--- src/rtl/gray_pkg.sv ---
// Shared definitions for the Gray decode/step checker.
//   GRAY_WIDTH : default width of the Gray input and binary output words
//   dir_t      : step class reported with every decoded word
package gray_pkg;

    localparam int GRAY_WIDTH = 8;

    typedef enum logic [1:0] {
        HOLD = 2'b00,
        UP   = 2'b01,
        DOWN = 2'b10,
        ERR  = 2'b11
    } dir_t;

endpackage

--- src/rtl/gray_to_bin.sv ---
// Combinational Gray-to-binary decoder.
//   WIDTH : word width
//   i_g   : Gray-coded input word
//   o_b   : binary word, o_b[i] = XOR of i_g[WIDTH-1:i]
module gray_to_bin
    import gray_pkg::*;
#(
    parameter int WIDTH = GRAY_WIDTH
) (
    input  logic [WIDTH-1:0] i_g,
    output logic [WIDTH-1:0] o_b
);

    // Each binary bit is the reduction XOR of all Gray bits at or above it,
    // which is the closed form of the MSB-down running XOR.
    always_comb begin
        o_b = '0;
        for (int unsigned i = 0; i < WIDTH; i++) begin
            o_b[i] = ^(i_g >> i);
        end
    end

endmodule

--- config.mk ---
export PLATFORM = sky130hd
export DESIGN_NAME = gray_to_bin
export DESIGN_NICKNAME = d
export VERILOG_FILES = /design/src/rtl/gray_pkg.sv /design/src/rtl/gray_to_bin.sv
export SDC_FILE = /design/constraint.sdc
export NUM_CORES = 1
export LEC_CHECK = 0
export CAP_MARGIN = 15
export CORE_AREA = 2 2 39 41
export DETAILED_ROUTE_END_ITERATION = 8
export DIE_AREA = 0 0 41 43
export MAX_ROUTING_LAYER = met4
export SYNTH_ARGS = -nofsm -noshare
export SYNTH_HDL_FRONTEND = slang
export SYNTH_SLANG_ARGS = --single-unit
--- constraint.sdc ---
create_clock -name vclk -period 1.45
set_clock_uncertainty 0.15 [all_clocks]
set_input_delay 0.145 -clock vclk [all_inputs]
set_output_delay 0.145 -clock vclk [all_outputs]
set_load 0.05 [all_outputs]
==> impl.org <==
** Global routing
- Congestion Overflow GR :: 0
- Number of antenna violations at the first check in global routing :: 0
- Global-route usage over all layers :: 5.773%
- Entering global routing, the biggest net connects 4 pins.
- Vias in the first global route :: 162
- The first global-routing pass estimated 669 µm of wire.

** Pwr
- Switching power as a share of total power :: 49.11%
- Dividing total power by cell area gives a power density of 1232 mW/mm².
- Power dissipated by switching net loads :: 310.4 µW
- Share of power burned in the clock network :: 0%
- The analysis attributes to cell leakage a power of 0.2492 nW.
- Sequential group share of total power :: 0%
- VDD sags by at most 0.0006522 V.
- In this run, the combinational gates consume 100.0% of the power.
- Internal power :: 321.6 µW

** Timing
- Top achievable clock speed :: 0.5689 GHz
- Final Cycle Share :: 121.2%
- Post-layout min period :: 1758 ps
- The count of endpoints failing hold in the final timing report is 0.
- In the final timing run, aggregate negative setup slack is -1276 ps.
- For the pin with the worst max-slew slack, the measured transition is 265.8 ps.
- RSZ-0062 raised after global routing :: yes
- The worst pin sits at a relative slew slack of 82.22%.
- Setup violations remaining at the end of the flow were counted as 5.
- The max-slew violation total from the final report was 0.
- Worst Setup Slack, final :: -307.9 ps

** Run
- The tool flagged a number of max-cap violations equal to 0.

** Synthesis
- Sequential elements use 0% of the synthesized area.
- For this run, the number of Yosys warnings is 0.
- After synthesis, the cell types taking the most area are sky130_fd_sc_hd__xor2_1, sky130_fd_sc_hd__xor3_2, sky130_fd_sc_hd__xnor3_2.
- Of all cell types, the one taking the most synthesized area is sky130_fd_sc_hd__xor2_1.
- Area share of the leading cell type in the synthesized netlist :: 28.00%
- Post-synth net total :: 18
- Post-Syn Area per Cell :: 12.51 µm²
- After synthesis the cells add up to 125.1 µm².
- Yosys mapped the design onto 6 distinct sky130hd cell types.
- Mapped Cells :: 10

** Finish
- Diodes inserted :: 0
- Number of filler cells placed in the layout :: 135
- Synthesis-to-finish area growth :: 310.0%
- Seq Cell Count :: 0
- CLK BUF :: 0
- Storage cell area :: 0 µm²
- Final Non-Filler Cells :: 50
- At the end of the flow, the number of nets in the layout was 44.
- The post-route netlist has a little under 80% of its cells at a drive strength greater than 1.

** Critical path
- The critical path is of the input port to output port type.
- The worst setup path is captured at an output port.
- In this run the worst path has a maximum fanout of 3.
- STA classifies the critical path startpoint as an input port.
- Among all stages on the critical path, the largest delay is contributed by sky130_fd_sc_hd__xor3_4.
- On the worst path, the slowest cell contributes a delay of 480 ps.
- Data on the critical path is required at its endpoint by 1150 ps.
- Traced cell by cell, the critical path runs through buf_6 -> xor3_4 -> xnor3_4 -> xor2_4 -> buf_12.
- Data arrival at the endpoint of the critical path :: 1460 ps

** Placement
- Number of cells in the design after placement :: 49
- GP Congestion :: 0.6115
- Buffers placed on the I/O ports in this run total 16.

** Floorplanning
- The floorplan step defined a die boundary enclosing 0.001763 mm².
- Die span in y :: 43 µm
- The floorplan step set the die width to 41 µm.
- For this configuration, the core starts out at a cell density of 9.042%.
- The floorplan step defined a core boundary enclosing 0.001384 mm².
- Placement Rows :: 14
- Number of top-level design ports :: 16

** Min path
- The min-delay analysis places its worst path in the category input port to output port.

** Route
- Routed vias :: 167
- After the first detailed-routing iteration, the DRC count stood at 0.
- After detailed routing, the number of remaining DRC violations is 0.
- For this run, the detailed router's first-pass iteration total came to 1.
- The count of nets left with antenna violations once routing finished came out at 0.
- Total Routed Length :: 479 µm
- In the final routed layout, each cell accounts on average for roughly 9.6 µm.
- Using the TritonRoute via totals, the vias-per-cell ratio works out to 3.340.

** Run status
- The final reports fail on setup timing.
- The flow ran to the end, but the final reports show violations.

** Clock network
- CTS Hold Buffers Added :: 0
[power groups by stage]
| stage | Sequential, mW | Combinational, mW | Clock, mW |
|---|---|---|---|
| after floorplan | 0 | 0.325 | 0 |
| after global placement | 0 | 0.616 | 0 |
| after detailed placement | 0 | 0.626 | 0 |
| after CTS | 0 | 0.640 | 0 |
| after global routing | 0 | 0.657 | 0 |
| final | 0 | 0.632 | 0 |
[cells in the mapped netlist]
cell / count
sky130_fd_sc_hd__xor3_2: 1
sky130_fd_sc_hd__xnor3_2: 1
sky130_fd_sc_hd__xor2_1: 4
sky130_fd_sc_hd__buf_4: 1
sky130_fd_sc_hd__xnor2_2: 1
sky130_fd_sc_hd__xnor2_1: 2
[path summary, 6_finish.rpt]
kind,end,start,depth (start not counted),slack (ps)
max,o_b[1],i_g[7],5,-310
min,o_b[7],i_g[7],3,450
[cell families (layout without fill, tap and decap cells)]
| family | after synthesis | in the layout | share of synthesized area, % |
|---|---|---|---|
| xor+xnor | 9 | 9 | 94.00 |
| buf+inv | 1 | 25 | 6.002 |
[layout by cell type, fill, tap and decap left out]
cell / n
sky130_fd_sc_hd__dlygate4sd2_1: 1
sky130_fd_sc_hd__clkdlybuf4s50_1: 2
sky130_fd_sc_hd__xor2_2: 1
sky130_fd_sc_hd__buf_4: 9
sky130_fd_sc_hd__xnor2_2: 1
sky130_fd_sc_hd__buf_6: 4
sky130_fd_sc_hd__xnor2_4: 1
sky130_fd_sc_hd__xnor2_1: 1
sky130_fd_sc_hd__xor2_1: 1
sky130_fd_sc_hd__xor3_4: 1
sky130_fd_sc_hd__dlymetal6s2s_1: 2
sky130_fd_sc_hd__xor2_4: 2
sky130_fd_sc_hd__xnor3_4: 1
sky130_fd_sc_hd__buf_12: 7
[layer usage]
layer	vias to the layer above	part of all wire, %	global-route usage [%]
li1	78	-	-
met1	73	34	7.120
met2	16	52	10.63
met3	0	14	0
met4	0	0	0
met5	-	0	-
[worst max-delay path, delay by kind of cell]
kind	cells	cell delay (ps)
xor+xnor	3	1090
buf+inv	2	220
[final cells by class]
type,instances,area (µm²),share of cell area (%)
multi-input combinational,9,186.4,36.34
timing repair buffer,25,306.5,59.76
tap,16,20.02,3.902
[stage by stage]
| stage | worst slack [ps] | utilization, % | area, µm² | hold slack (ps) | total power, mW |
|---|---|---|---|---|---|
| after global placement | -740.2 | 35.17 | 486.7 | 853.7 | 0.6158 |
| after CTS | -488.6 | 35.80 | 495.5 | 560.1 | 0.6397 |
| after floorplan | -595.7 | - | 186.4 | 265.0 | 0.3253 |
| final | -307.9 | 37.07 | 513.0 | 452.7 | 0.6320 |
| after global routing | -346.8 | 37.07 | 513.0 | 462.6 | 0.6572 |
| after detailed placement | -764.7 | 35.17 | 486.7 | 864.0 | 0.6262 |
[repair_timing]
action,4_1_cts,5_1_grt
gates cloned,0,0
setup buffers,1,0
hold endpoints to repair,0,0
pin swaps,7,4
endpoints found under the setup margin,7,5
gates resized for setup,14,6
No activity file was read; power rests on OpenSTA's default activity.
